===== src/rtl/nfc_seq_pkg.sv =====
// Shared types and constants for the NV-DDR data-output (read) burst sequencer.
package nfc_seq_pkg;

  localparam int PREAMBLE_CYCLES     = 2;
  localparam int POSTAMBLE_CYCLES    = 2;
  localparam int BUFFER_RESET_CYCLES = 4;
  localparam int DRAIN_TIMEOUT       = 256;
  localparam int MAX_WORDS           = 2048;

  typedef enum logic [3:0] {
    ST_IDLE,
    ST_WAITDLY,
    ST_BRST,
    ST_PRE,
    ST_TOGGLE,
    ST_POST,
    ST_DRAIN,
    ST_DONE,
    ST_ERR
  } seq_state_e;

  localparam logic [1:0] ERR_NONE       = 2'b00;
  localparam logic [1:0] ERR_LENGTH     = 2'b01;
  localparam logic [1:0] ERR_EARLY_LAST = 2'b10;
  localparam logic [1:0] ERR_TIMEOUT    = 2'b11;

  localparam logic [3:0] RE_IDLE   = 4'b1111;
  localparam logic [3:0] RE_LOW    = 4'b0000;
  localparam logic [3:0] RE_TOGGLE = 4'b0011;

  function automatic logic length_legal(input logic [11:0] len);
    return (len != 12'd0) && ({1'b0, len} <= 13'(MAX_WORDS));
  endfunction

endpackage


===== src/rtl/nfc_beat_counter.sv =====
// Counts capture-stream beats for one burst and flags early Last and drain timeout.
module nfc_beat_counter
  import nfc_seq_pkg::*;
(
  input  logic        clk_i,
  input  logic        rst_i,
  input  logic        clear_i,
  input  logic        count_en_i,
  input  logic        drain_i,
  input  logic        valid_i,
  input  logic        ready_i,
  input  logic        last_i,
  input  logic [11:0] length_i,
  output logic        count_hit_o,
  output logic        early_last_o,
  output logic        timeout_o
);

  logic [11:0] count_q, count_d;
  logic        early_q, early_d;
  logic [8:0]  idle_q, idle_d;
  logic        beat;
  logic        early_now;
  logic [12:0] count_inc;

  assign beat      = count_en_i & valid_i & ready_i;
  assign count_inc = {1'b0, count_q} + {12'd0, beat};
  // Hit also covers the case where all words arrived before DRAIN.
  assign count_hit_o  = count_inc >= {1'b0, length_i};
  assign early_now    = beat & last_i & (count_inc < {1'b0, length_i});
  assign early_last_o = early_q | early_now;
  assign timeout_o    = drain_i & ~beat & (idle_q == 9'(DRAIN_TIMEOUT - 1));

  always_comb begin
    count_d = count_q;
    early_d = early_q;
    idle_d  = idle_q;
    if (clear_i) begin
      count_d = 12'd0;
      early_d = 1'b0;
      idle_d  = 9'd0;
    end else begin
      if (beat) count_d = count_inc[11:0];
      if (early_now) early_d = 1'b1;
      if (!drain_i || beat) idle_d = 9'd0;
      else if (idle_q != 9'(DRAIN_TIMEOUT)) idle_d = idle_q + 9'd1;
    end
  end

  always_ff @(posedge clk_i) begin
    if (rst_i) begin
      count_q <= 12'd0;
      early_q <= 1'b0;
      idle_q  <= 9'd0;
    end else begin
      count_q <= count_d;
      early_q <= early_d;
      idle_q  <= idle_d;
    end
  end

endmodule


===== src/rtl/nfc_data_out_sequencer.sv =====
// Sequences one NV-DDR read burst: delay-ready wait, buffer reset, RE preamble/toggle/postamble, drain.
module nfc_data_out_sequencer
  import nfc_seq_pkg::*;
(
  input  logic        iSystemClock,
  input  logic        iModuleReset,
  input  logic        iCMDValid,
  output logic        oCMDReady,
  input  logic [11:0] iCMDLength,
  input  logic        iDelayReady,
  output logic        oPI_BuffReset,
  output logic        oPI_Buff_WE,
  output logic [3:0]  oAddressLatchEnable,
  output logic [3:0]  oPO_ReadEnable,
  input  logic        iStreamReady,
  output logic        oPI_Buff_Ready,
  input  logic        iPI_Buff_Valid,
  input  logic        iPI_Buff_Last,
  output logic        oBusy,
  output logic        oDone,
  output logic        oError,
  output logic [1:0]  oErrorCode
);

  seq_state_e  state_q, state_d;
  logic [11:0] len_q, len_d;
  logic [11:0] phase_q, phase_d;
  logic [1:0]  code_q, code_d;
  logic        ready_q, busy_q, done_q, err_q, brst_q, we_q;
  logic [3:0]  re_q, re_d;
  logic        clear;
  logic        count_hit, early_last, timeout;

  nfc_beat_counter u_beat_counter (
    .clk_i       (iSystemClock),
    .rst_i       (iModuleReset),
    .clear_i     (clear),
    .count_en_i  ((state_q == ST_TOGGLE) || (state_q == ST_POST) || (state_q == ST_DRAIN)),
    .drain_i     (state_q == ST_DRAIN),
    .valid_i     (iPI_Buff_Valid),
    .ready_i     (iStreamReady),
    .last_i      (iPI_Buff_Last),
    .length_i    (len_q),
    .count_hit_o (count_hit),
    .early_last_o(early_last),
    .timeout_o   (timeout)
  );

  always_comb begin
    state_d = state_q;
    len_d   = len_q;
    code_d  = code_q;
    clear   = 1'b0;
    unique case (state_q)
      ST_IDLE: begin
        if (iCMDValid && ready_q) begin
          len_d = iCMDLength;
          clear = 1'b1;
          if (length_legal(iCMDLength)) begin
            code_d  = ERR_NONE;
            state_d = ST_WAITDLY;
          end else begin
            code_d  = ERR_LENGTH;
            state_d = ST_ERR;
          end
        end
      end
      ST_WAITDLY: if (iDelayReady) state_d = ST_BRST;
      ST_BRST:    if (phase_q == 12'(BUFFER_RESET_CYCLES - 1)) state_d = ST_PRE;
      ST_PRE:     if (phase_q == 12'(PREAMBLE_CYCLES - 1)) state_d = ST_TOGGLE;
      ST_TOGGLE:  if (phase_q == len_q - 12'd1) state_d = ST_POST;
      ST_POST:    if (phase_q == 12'(POSTAMBLE_CYCLES - 1)) state_d = ST_DRAIN;
      ST_DRAIN: begin
        if (count_hit) begin
          state_d = ST_DONE;
        end else if (early_last) begin
          code_d  = ERR_EARLY_LAST;
          state_d = ST_ERR;
        end else if (timeout) begin
          code_d  = ERR_TIMEOUT;
          state_d = ST_ERR;
        end
      end
      ST_DONE, ST_ERR: state_d = ST_IDLE;
      default:         state_d = ST_IDLE;
    endcase
    phase_d = (state_d != state_q) ? 12'd0 : phase_q + 12'd1;
  end

  // Outputs are registered from the next state so they line up with state_q.
  always_comb begin
    re_d = RE_IDLE;
    if (state_d == ST_TOGGLE) re_d = RE_TOGGLE;
    else if ((state_d == ST_PRE) || (state_d == ST_POST)) re_d = RE_LOW;
  end

  always_ff @(posedge iSystemClock) begin
    if (iModuleReset) begin
      state_q <= ST_IDLE;
      len_q   <= 12'd0;
      phase_q <= 12'd0;
      code_q  <= ERR_NONE;
      ready_q <= 1'b1;
      busy_q  <= 1'b0;
      done_q  <= 1'b0;
      err_q   <= 1'b0;
      brst_q  <= 1'b0;
      we_q    <= 1'b0;
      re_q    <= RE_IDLE;
    end else begin
      state_q <= state_d;
      len_q   <= len_d;
      phase_q <= phase_d;
      code_q  <= code_d;
      ready_q <= (state_d == ST_IDLE);
      busy_q  <= (state_d != ST_IDLE);
      done_q  <= (state_d == ST_DONE);
      err_q   <= (state_d == ST_ERR);
      brst_q  <= (state_d == ST_BRST);
      we_q    <= (state_d == ST_TOGGLE);
      re_q    <= re_d;
    end
  end

  assign oCMDReady           = ready_q;
  assign oBusy               = busy_q;
  assign oDone               = done_q;
  assign oError              = err_q;
  assign oErrorCode          = code_q;
  assign oPI_BuffReset       = brst_q;
  assign oPI_Buff_WE         = we_q;
  assign oAddressLatchEnable = {3'b000, we_q};
  assign oPO_ReadEnable      = re_q;
  assign oPI_Buff_Ready      = iStreamReady;

endmodule


===== config.mk =====
export PLATFORM = sky130hd
export DESIGN_NAME = nfc_data_out_sequencer
export DESIGN_NICKNAME = d
export VERILOG_FILES = /design/src/rtl/nfc_seq_pkg.sv /design/src/rtl/nfc_beat_counter.sv /design/src/rtl/nfc_data_out_sequencer.sv
export SDC_FILE = /design/constraint.sdc
export NUM_CORES = 1
export LEC_CHECK = 0
export ABC_AREA = 1
export ABC_CLOCK_PERIOD_IN_PS = 3640
export BUFFER_PORTS_ARGS = -buffer_cell sky130_fd_sc_hd__buf_2
export CORE_ASPECT_RATIO = 1.2
export CORE_MARGIN = 10
export CORE_UTILIZATION = 55
export CTS_BUF_LIST = sky130_fd_sc_hd__clkbuf_2
export DETAILED_ROUTE_END_ITERATION = 10
export GPL_TIMING_DRIVEN = 0
export PLACE_DENSITY = 0.78
export SLEW_MARGIN = 20
export SYNTH_ARGS = -nofsm -noshare
export SYNTH_HDL_FRONTEND = slang
export SYNTH_SLANG_ARGS = --single-unit

===== constraint.sdc =====
create_clock -name iSystemClock -period 3.64 [get_ports iSystemClock]
set_input_delay 0.182 -clock iSystemClock [delete_from_list [all_inputs] [get_ports iSystemClock]]
set_output_delay 0.182 -clock iSystemClock [all_outputs]
set_load 0.005 [all_outputs]

---- Yosys cells after proc, flatten, opt, wreduce, memory -nomap -nowiden ----
Cells that the tools add are included.
cells by class
  add/sub/neg operators ................... 4
  reduce and logical (&&, ||, !) cells .... 18
  $lt $le $gt $ge ......................... 3
  multiplexer cells ....................... 21
  bitwise logic cells ..................... 8
  eq/ne operators ......................... 21
operator list
  cell                                                   number
  two-way mux 4 bit                                      12
  case mux 4 bit (7 select lines)                        1
  equality test 4 x 3 -> 1 bit (second input constant)   6
  equality test 4 x 2 -> 1 bit (second input constant)   4
  adder 12 x 1 -> 13 bit                                 1
  >= comparator 13 x 12 -> 1 bit                         1
  < comparator 13 x 12 -> 1 bit                          1
  adder 12 x 1 -> 12 bit (second input constant)         1
  equality test 12 x 1 -> 1 bit (second input constant)  1
  equality test 12 bit                                   1
  equality test 12 x 2 -> 1 bit (second input constant)  1
  <= comparator 12 bit (second input constant)           1
  nonzero test 12 bit                                    1
  subtractor 12 x 1 -> 12 bit (second input constant)    1
  adder 9 x 1 -> 9 bit (second input constant)           1
  equality test 9 x 8 -> 1 bit (second input constant)   1
  inequality test 9 bit (second input constant)          1
  logical NOT 4 bit                                      2
  two-way mux 2 bit                                      4
  bitwise AND 1 bit                                      6
  OR reduction 2 bit                                     3
  equality test 4 x 1 -> 1 bit (second input constant)   1
  equality test 4 bit (second input constant)            1
  logical OR 1 bit                                       4
  14 further kinds                                       18
storage, ports and cells
  output and inout port bits .............. 17
  logic and storage cells ................. 90
  bits in registers ....................... 62
  input port bits ......................... 19

---- Depth between registers and ports, before layout ----
Gate-level depths: netlist (run 1).
  depth after elaboration ................. 16
  mapped depth ............................ 29
  depth with buffers taken out ............ 28

---- By module ----
Synthesis (run 1) repeated with hierarchy kept, for this count alone.
unflattened totals
  cells, all modules ...................... 568
  area total of the unflattened synthesis .. 3878.7 um^2
by module, submodules not included
  module                  cells each  area an instance (um^2)  seq. area each (um^2)  instances
  nfc_data_out_sequencer  340         2324.7                   760.7                  1
  nfc_beat_counter        228         1554.0                   440.4                  1

---- Worst setup path after synthesis (run 1) ----
OpenSTA, ideal clock, no wires.
  kind .................................... register to register
  from .................................... reg state_q[3]
  to ...................................... reg phase_q[10]
  slack ................................... -0.017 ns
  arrival time ............................ 3.591 ns
  buffers on the path ..................... 2
  setup time .............................. 0.066 ns
  stages on the path, launching flop included .. 27
  path through ............................ dfxtp_1 inv_1 nand2_1 inv_1 nand4_1 inv_1 clkbuf_1 ha_1 nand3_1 inv_1 nand4_1 nor2_1 nand4_1 xor2_1 inv_1 ha_1 nand3_1 nor3_1 nand3_1 nand3_1 nand3_1 nand2_1 nand2_1 nor2_1 nand3_2 buf_6 a21oi_2
between the ends
  word-level cells in the longest chain between the ends .. 14
RTL lines
  what                                 line                           source
  from (decl)                          nfc_data_out_sequencer.sv:25   seq_state_e state_q, state_d;
  from (signal assigned)               nfc_data_out_sequencer.sv:111  state_q <= state_d;
  equality test 4 x 3 -> 1 bit         nfc_data_out_sequencer.sv:38   .count_en_i ((state_q == ST_TOGGLE) || (state_q == ST_POST) || (state_q == ST_DRAIN)),
  logical OR 1 bit                     nfc_data_out_sequencer.sv:38
  logical OR 1 bit (*)                 nfc_data_out_sequencer.sv:38
  bitwise AND 1 bit (*) (2 in a row)   nfc_beat_counter.sv:26         assign beat = count_en_i & valid_i & ready_i;
  net u_beat_counter.beat              nfc_beat_counter.sv:22         logic beat;
  adder 12 x 1 -> 13 bit (*)           nfc_beat_counter.sv:27         assign count_inc = {1'b0, count_q} + {12'd0, beat};
  net u_beat_counter.count_inc[11]     nfc_beat_counter.sv:24         logic [12:0] count_inc;
  < comparator 13 x 12 -> 1 bit        nfc_beat_counter.sv:30         assign early_now = beat & last_i & (count_inc < {1'b0, length_i});
  bitwise AND 1 bit                    nfc_beat_counter.sv:30
  OR 1 bit                             nfc_beat_counter.sv:31         assign early_last_o = early_q | early_now;
  two-way mux 4 bit                    nfc_data_out_sequencer.sv:76   end else if (early_last) begin
  two-way mux 4 bit (*)                nfc_data_out_sequencer.sv:74   if (count_hit) begin
  case mux 4 bit (7 select lines) (*)  nfc_data_out_sequencer.sv:54   unique case (state_q)
  inequality test 4 bit (*)            nfc_data_out_sequencer.sv:87   phase_d = (state_d != state_q) ? 12'd0 : phase_q + 12'd1;
  OR reduction 2 bit (no line) (*)     --
  to (signal assigned)                 nfc_data_out_sequencer.sv:113  phase_q <= phase_d;
  to (decl)                            nfc_data_out_sequencer.sv:27   logic [11:0] phase_q, phase_d;
The timed path passes the listed nets; every way through them passes the cells marked *.
A chain may end at the register's enable or synchronous reset.

---- Final worst setup path (run 1) ----
  from .................................... reg state_q[3]
  to ...................................... reg re_q[0] (netlist: oPO_ReadEnable[0])
between the ends
  word-level cells in the longest chain between the ends .. 15
RTL lines
  what                                                                                 line                           source
  equality test 4 x 3 -> 1 bit                                                         nfc_data_out_sequencer.sv:38
  logical OR 1 bit                                                                     nfc_data_out_sequencer.sv:38
  logical OR 1 bit (*)                                                                 nfc_data_out_sequencer.sv:38
  bitwise AND 1 bit (*) (2 in a row)                                                   nfc_beat_counter.sv:26
  adder 12 x 1 -> 13 bit (*)                                                           nfc_beat_counter.sv:27
  net u_beat_counter.count_inc[6]                                                      nfc_beat_counter.sv:24
  < comparator 13 x 12 -> 1 bit                                                        nfc_beat_counter.sv:30
  bitwise AND 1 bit                                                                    nfc_beat_counter.sv:30
  OR 1 bit                                                                             nfc_beat_counter.sv:31
  two-way mux 4 bit                                                                    nfc_data_out_sequencer.sv:76
  two-way mux 4 bit (*)                                                                nfc_data_out_sequencer.sv:74
  case mux 4 bit (7 select lines) (*)                                                  nfc_data_out_sequencer.sv:54
  equality test 4 x 2 -> 1 bit / equality test 4 x 3 -> 1 bit (equally long branches)  nfc_data_out_sequencer.sv:94   else if ((state_d == ST_PRE) || (state_d == ST_POST)) re_d = RE_LOW;
  logical OR 1 bit                                                                     nfc_data_out_sequencer.sv:94
  two-way mux 4 bit                                                                    nfc_data_out_sequencer.sv:94
  to (signal assigned)                                                                 nfc_data_out_sequencer.sv:121  re_q <= re_d;
  to (decl)                                                                            nfc_data_out_sequencer.sv:30   logic [3:0] re_q, re_d;
Marks and branches as above.

==> results.tsv, run 1 <==
stage	metric	value	unit
run_status	status	finished with violations	
run_status	violated checks	negative setup slack	
clock_network	clock transition at the registers of the reported paths	0.16	ns
floorplanning	Core Box Area	6450	um^2
logic_synthesis	FF+latch count, synth	60	
sta	Max Fclk	267	MHz
logic_synthesis	Async SR Flop Fraction	0	
logic_synthesis	Most used DFF post-synth	dfxtp_1	
layout	most frequent cells in the layout	110 x nand2_1, 73 x inv_1, 56 x dfxtp_1, 55 x nor2_1, 41 x buf_4	
worst_setup_path	reg2reg start	state_q[3]	
global_routing	vias in the first global route	3518	
layout	post-route cell area	4670	um^2
logic_synthesis	number of synthesized flops with an enable pin	0	
floorplanning	std cell rows	32	
sta	Pins Over Slew Limit	0	
worst_hold_path	min-delay worst type	in -> reg	
floorplanning	IO Count	36	
placement	Area after DPL	3930	um^2
detailed_routing	via/cell ratio	5.38	
sta	endpoints failing setup	4	
floorplanning	die height	109	um
run	max-capacitance violation count	0	
worst_setup_path	reg2reg path depth	27	
worst_setup_path	crit path max fanout	4	
sta	Final Skew	0.0194	ns
global_routing	Total GRT Usage	0.184	
logic_synthesis	Netlist Area Pre-Place	3650	um^2
worst_setup_path	worst r2r dst	oPO_ReadEnable[0]	
sta	unrepaired setup endpoints after global routing	true	
placement	port bufs	32	
worst_hold_path	Hold Path Sink	len_q[0]	
floorplanning	die width	94.4	um
worst_setup_path	Setup CP Type	reg -> reg	
detailed_routing	Routed Antenna Nets	0	
clock_network	# H-tree levels	3	
logic_synthesis	sequential share of the synthesized area	0.329	
sta	Tcrit/Tclk final	1.03	
layout	commonest non-fill, non-tap cell in the layout	nand2_1	
clock_network	CTS tree	done	
global_routing	largest net degree at the start of global routing	11	
worst_hold_path	hold path startpoint	iCMDLength[0]	
detailed_routing	# DRC	0	
layout	Inserted Diodes	0	
layout	Area Growth Syn to Fin	28.0	%
detailed_routing	Initial DRC Count	285	
floorplanning	die area	10300	um^2
sta	final hold violation count	0	
floorplanning	Starting Density	0.567	
worst_setup_path	Worst Setup Start Kind	register	
clock_network	CTS Root Cell	clkbuf_2	
logic_synthesis	Syn Area/Cell	6.75	um^2
global_routing	antenna violations before repair	0	
power_and_ir_drop	Power Density	312	nW/um^2
worst_setup_path	Crit path required time	4.04	ns
worst_setup_path	Crit. End Element	register	
logic_synthesis	Gate Count Post-Synth	541	
power_and_ir_drop	leakage power	2.21	nW
clock_network	CTS Buf Count	9	
power_and_ir_drop	Max rail drop VDD	0.235	mV
logic_synthesis	warnings from Yosys	0	
clock_network	TritonCTS Sinks	60	
layout	share of layout cells above drive strength 1	0.244	
worst_setup_path	Reg2Reg Setup Slack	-0.1	ns
placement	DPL Wire Length	6600	um
detailed_routing	wirelength, routed	10300	um
placement	DP Worst Slack	-0.704	ns
sta	min Tclk post-route	3.74	ns
detailed_routing	TritonRoute pass-1 iters	7	
detailed_routing	Vias	3895	
sta	final worst slack	-0.0997	ns
clock_network	Clk Latency, worst-skew pair	0.51	ns
global_routing	first-pass GRT wire length	15300	um
clock_network	Longest Clk Path Bufs	2	
detailed_routing	drt wl/cell	14.2	um
worst_setup_path	WP data arrival	4.14	ns
worst_hold_path	Hold Path Depth	3	
layout	Total Nets Final	674	
global_routing	GR Overflow Total	0	
logic_synthesis	Synth cell types	36	
placement	RD Place Congestion	0.885	
## synth_stat cells (3+ instances only)
cell        n  area (um^2)
a21oi_1    38          190
xor2_1     25          219
nand4_1    11         68.8
nand3_2     3         30.0
nor2_2      4         25.0
nand3_1    40          200
nor2_1     68          255
nand3b_1    4         30.0
ha_1       20          250
dfxtp_1    60         1200
buf_4       7         52.6
nand2_1   119          447
clkbuf_1    5         18.8
nor3_1      7         35.0
o21ai_0    26          130
inv_1      79          297
## power breakdown
group	leakage (nW)	internal (W)	total (W)	switching (W)
Combinational	1.67	0.000160	0.000407	0.000247
Clock	0.0566	0.0000855	0.000336	0.000251
Sequential	0.490	0.000687	0.000713	0.0000258
## metal layers
metal / global-route usage / vias up / wire [um]
li1: - / 1908 / -
met1: 0.199 / 1786 / 4010
met2: 0.329 / 160 / 5300
met3: 0.0385 / 41 / 592
met4: 0.0913 / 0 / 376
met5: 0 / - / 0
## worst max-delay path by stage
stage / start / endpoint / slack [ns] / cells past startpoint
after CTS: state_q[3] / oBusy / -0.008 / 28
after global routing: state_q[0] / oPO_ReadEnable[0] / -0.30 / 23
final: state_q[3] / oPO_ReadEnable[0] / -0.1 / 27
after detailed placement: state_q[3] / phase_q[5] / -0.70 / 26
after global placement: state_q[3] / phase_q[10] / -0.63 / 26
after floorplan: state_q[3] / phase_q[10] / 0.08 / 26
## through the flow
stage	utilization	power, W	instances	setup TNS [ns]	hold WS (ns)
after global placement	0.609	0.00104	660	-11.84	0.446
final	0.725	0.00146	724	-0.211	0.0515
after CTS	0.675	0.00141	711	-0.0191	0.0163
after floorplan	-	0.000973	543	0	0.251
after detailed placement	0.609	0.00106	660	-13.65	0.450
after global routing	0.725	0.00155	724	-3.59	0.0571
## timing repair
item	CTS	global route
endpoints found under the hold margin	17	0
pin swaps	10	30
hold buffers	12	0
cloned	1	0
gates resized for setup	18	54
setup buffers	24	16
endpoints found under the setup margin	27	22
## state kept, by name, summed over array words and instances, names as in the netlist
signal,flops
oErrorCode,2
state_q,4
oCMDReady,1
len_q,12
u_beat_counter.early_q,1
oPI_Buff_WE,1
u_beat_counter.count_q,12
oBusy,1
oError,1
oPO_ReadEnable,2
oDone,1
u_beat_counter.idle_q,9
oPI_BuffReset,1
phase_q,12
## critical path, stage by stage, from the launching register on
cell	delay, ns
dfxtp_2	0.36
inv_2	0.07
nand2_4	0.05
inv_2	0.04
nand4_1	0.17
inv_2	0.14
ha_4	0.17
ha_4	0.15
nand2_4	0.06
nor2_4	0.14
buf_6	0.13
nand2_1	0.06
xor2_1	0.15
ha_1	0.32
nand2_1	0.09
nand2_1	0.10
nand2_1	0.07
a21oi_2	0.22
nor2_4	0.08
buf_6	0.13
nand3_4	0.09
nand4_1	0.24
nand2_1	0.20
inv_2	0.08
nor2_2	0.11
nand2_2	0.08
nand2_1	0.07
nand3_1	0.06
## cell families after synthesis
| logic type | share of synthesized area |
|---|---|
| xor+xnor | 0.0624 |
| buf+inv | 0.106 |
| flops | 0.329 |
| simple gates | 0.331 |
| other cells | 0.00103 |
| compound gates | 0.102 |
| fa+ha+maj | 0.0685 |
## final cells by class
type                    instances  area [um^2]
flip-flops and latches         60         1210
clock inverters                 4         17.5
multi-input cells             389         2320
clock buffers                  11         55.1
inverters                      80          300
fillers                       479         1770
plain buffers                  13         83.8
well taps                      85          106
repair buffers                 82          581
Note: power is estimated with default switching activity, not from simulation.
==> run 2: changes to the inputs <==
--- a/config.mk
+++ b/config.mk
@@ -6,7 +6,7 @@
 export NUM_CORES = 1
 export LEC_CHECK = 0
 export ABC_AREA = 1
-export ABC_CLOCK_PERIOD_IN_PS = 3640
+export ABC_CLOCK_PERIOD_IN_PS = 3500
 export BUFFER_PORTS_ARGS = -buffer_cell sky130_fd_sc_hd__buf_2
 export CORE_ASPECT_RATIO = 1.2
 export CORE_MARGIN = 10
@@ -14,7 +14,7 @@
 export CTS_BUF_LIST = sky130_fd_sc_hd__clkbuf_2
 export DETAILED_ROUTE_END_ITERATION = 10
 export GPL_TIMING_DRIVEN = 0
-export PLACE_DENSITY = 0.78
+export PLACE_DENSITY = 0.75
 export SLEW_MARGIN = 20
 export SYNTH_ARGS = -nofsm -noshare
 export SYNTH_HDL_FRONTEND = slang
==> constraint.sdc (replaced) <==
create_clock -name iSystemClock -period 3.5 [get_ports iSystemClock]
set_input_delay 0.175 -clock iSystemClock [delete_from_list [all_inputs] [get_ports iSystemClock]]
set_output_delay 0.175 -clock iSystemClock [all_outputs]
set_load 0.005 [all_outputs]
==> run 2 against run 1 <==
- clock skew is 0.0028 ns lower
- fmax grew 2.0%
- critical path depth down 1
- critical endpoint is now phase_q[4]
- register-to-register slack got worse by 0.07 ns
- sequential share of layout area grew 0.42 points
- non-clock buffer count shrank 9
- global-route usage rose by 0.085 points
- the flow still finishes with violations (negative setup slack)
- worst hold slack improved by 0.0011 ns
- clock power up 26%
- cell count down 1.1%
- critical path type unchanged
- core utilization shrank 1.2 points
==> results.tsv, run 2 (same netlist as run 1, synthesis figures left out) <==
stage	metric	value	unit
detailed_routing	wirelength, routed	9400	um
sta	unrepaired setup endpoints after global routing	true	
global_routing	Total GRT Usage	0.185	
worst_setup_path	slowest CP cell	dfxtp_2	
worst_setup_path	slowest stage delay, CP	0.36	ns
worst_setup_path	crit path max fanout	6	
clock_network	clock transition at the registers of the reported paths	0.17	ns
floorplanning	die height	109	um
clock_network	CTS Buf Count	9	
power_and_ir_drop	switch share	0.343	
sta	final worst slack	-0.167	ns
sta	Max Fclk	273	MHz
floorplanning	std cell rows	32	
global_routing	vias in the first global route	3537	
clock_network	Clk Latency, worst-skew pair	0.52	ns
power_and_ir_drop	Max rail drop VDD	0.219	mV
power_and_ir_drop	Internal	0.00103	W
placement	DPL Wire Length	6720	um
layout	post-route cell area	4590	um^2
power_and_ir_drop	Power Density	342	nW/um^2
power_and_ir_drop	register share of total power	0.470	
layout	Area Growth Syn to Fin	25.8	%
layout	most frequent cells in the layout	108 x nand2_1, 73 x inv_1, 59 x nor2_1, 57 x dfxtp_1, 36 x a21oi_1	
detailed_routing	drt wl/cell	13.1	um
worst_setup_path	Reg2Reg Setup Slack	-0.17	ns
global_routing	GR Overflow Total	0	
worst_setup_path	Crit path required time	3.93	ns
sta	endpoints failing setup	19	
floorplanning	IO Count	36	
worst_setup_path	most frequent CP cell	nand2_2	
detailed_routing	Initial DRC Count	168	
power_and_ir_drop	leakage power	2.18	nW
sta	min Tclk post-route	3.67	ns
floorplanning	die area	10300	um^2
clock_network	CTS tree	done	
floorplanning	Core Box Area	6450	um^2
placement	RD Place Congestion	0.843	
worst_setup_path	WP data arrival	4.09	ns
worst_setup_path	Crit path max-delay family	simple AND/OR/NAND/NOR gates	
clock_network	Longest Clk Path Bufs	2	
detailed_routing	via/cell ratio	5.15	
detailed_routing	# DRC	0	
global_routing	first-pass GRT wire length	15400	um
worst_setup_path	WP buf/inv	4	
clock_network	TritonCTS Sinks	60	
worst_hold_path	min-delay worst type	in -> reg	
worst_setup_path	Setup CP Type	reg -> reg	
power_and_ir_drop	switching pwr	0.000539	W
layout	Inserted Diodes	0	
layout	Total Nets Final	665	
clock_network	CTS Root Cell	clkbuf_2	
sta	Tcrit/Tclk final	1.05	
power_and_ir_drop	part of the power in the clock network	0.268	
power_and_ir_drop	total power	0.00157	W
global_routing	antenna violations before repair	0	
detailed_routing	Routed Antenna Nets	0	
floorplanning	die width	94.4	um
run_status	violated checks	negative setup slack	
placement	Area after DPL	3930	um^2
sta	Final Skew	0.0166	ns
detailed_routing	TritonRoute pass-1 iters	6	
detailed_routing	Vias	3689	
worst_setup_path	Worst Setup Start Kind	register	
run_status	status	finished with violations	
placement	port bufs	32	
global_routing	largest net degree at the start of global routing	11	
clock_network	# H-tree levels	3	
power_and_ir_drop	Logic pwr share	0.261	
layout	Largest regs	len_q x12, phase_q x12, u_beat_counter.count_q x12	
sta	Pins Over Slew Limit	0	
sta	final hold violation count	0	
layout	fill cell count	501	
floorplanning	Starting Density	0.567	
layout	share of layout cells above drive strength 1	0.225	
worst_setup_path	Crit. End Element	register	
run	max-capacitance violation count	0	
layout	commonest non-fill, non-tap cell in the layout	nand2_1	
[run 2: worst min-delay path, stage by stage]
cell	delay, ns
buf_2	0.09
inv_1	0.05
nor2_1	0.07
nand3_4	0.10
a21oi_1	0.06
[run 2: layout make-up]
type                            instances  area, um^2  share of cell area
Buffer                                 13        83.8              0.0183
Clock buffer                            9        45.0             0.00981
Clock inverter                          7        57.6              0.0125
Inverter                               80         300              0.0654
Multi-Input combinational cell        389        2280               0.497
Sequential cell                        60        1210               0.263
Tap cell                               85         106              0.0232
Timing Repair Buffer                   73         508               0.111
[run 2: final timing paths]
kind,from,to,depth (start not counted)
setup / recovery,state_q[3],phase_q[4],26
hold / removal,iPI_Buff_Last,u_beat_counter.early_q,5
setup reg to reg,state_q[3],phase_q[4],26
hold reg to reg,oErrorCode[0],oErrorCode[0],2
[run 2: routing by layer]
metal  track usage  share of wire
met3        0.0447          0.041
met2         0.339           0.53
met5             0              0
met4        0.0793          0.030
met1         0.194           0.40
[run 2: metrics by stage]
step / hold slack (ns) / std cells / setup TNS (ns) / util / setup WS [ns]
2_1_floorplan: 0.244 / 543 / 0 / - / 0.0138
5_1_grt: 0.0537 / 716 / -7.59 / 0.713 / -0.429
3_5_place_dp: 0.443 / 660 / -14.96 / 0.610 / -0.758
3_3_place_gp: 0.436 / 660 / -12.43 / 0.610 / -0.651
4_1_cts: 0.0380 / 712 / -0.607 / 0.695 / -0.0617
6_report: 0.0525 / 716 / -2.22 / 0.713 / -0.167
[run 2: power groups by stage]
| stage | logic, W | registers [W] | clock network, W |
|---|---|---|---|
| 6_report | 0.000411 | 0.000740 | 0.000422 |
| 5_1_grt | 0.000469 | 0.000744 | 0.000450 |
| 4_1_cts | 0.000391 | 0.000739 | 0.000425 |
| 3_5_place_dp | 0.000342 | 0.000756 | 0 |
| 3_3_place_gp | 0.000333 | 0.000755 | 0 |
| 2_1_floorplan | 0.000260 | 0.000751 | 0 |
[run 2: what timing repair did]
| action | in CTS | in global routing |
|---|---|---|
| setup buffers | 23 | 4 |
| endpoints found under the hold margin | 18 | 0 |
| resized for setup | 40 | 19 |
| endpoints found under the setup margin | 27 | 25 |
| cloned | 1 | 0 |
| pin swaps | 29 | 17 |
| hold buffers | 13 | 0 |
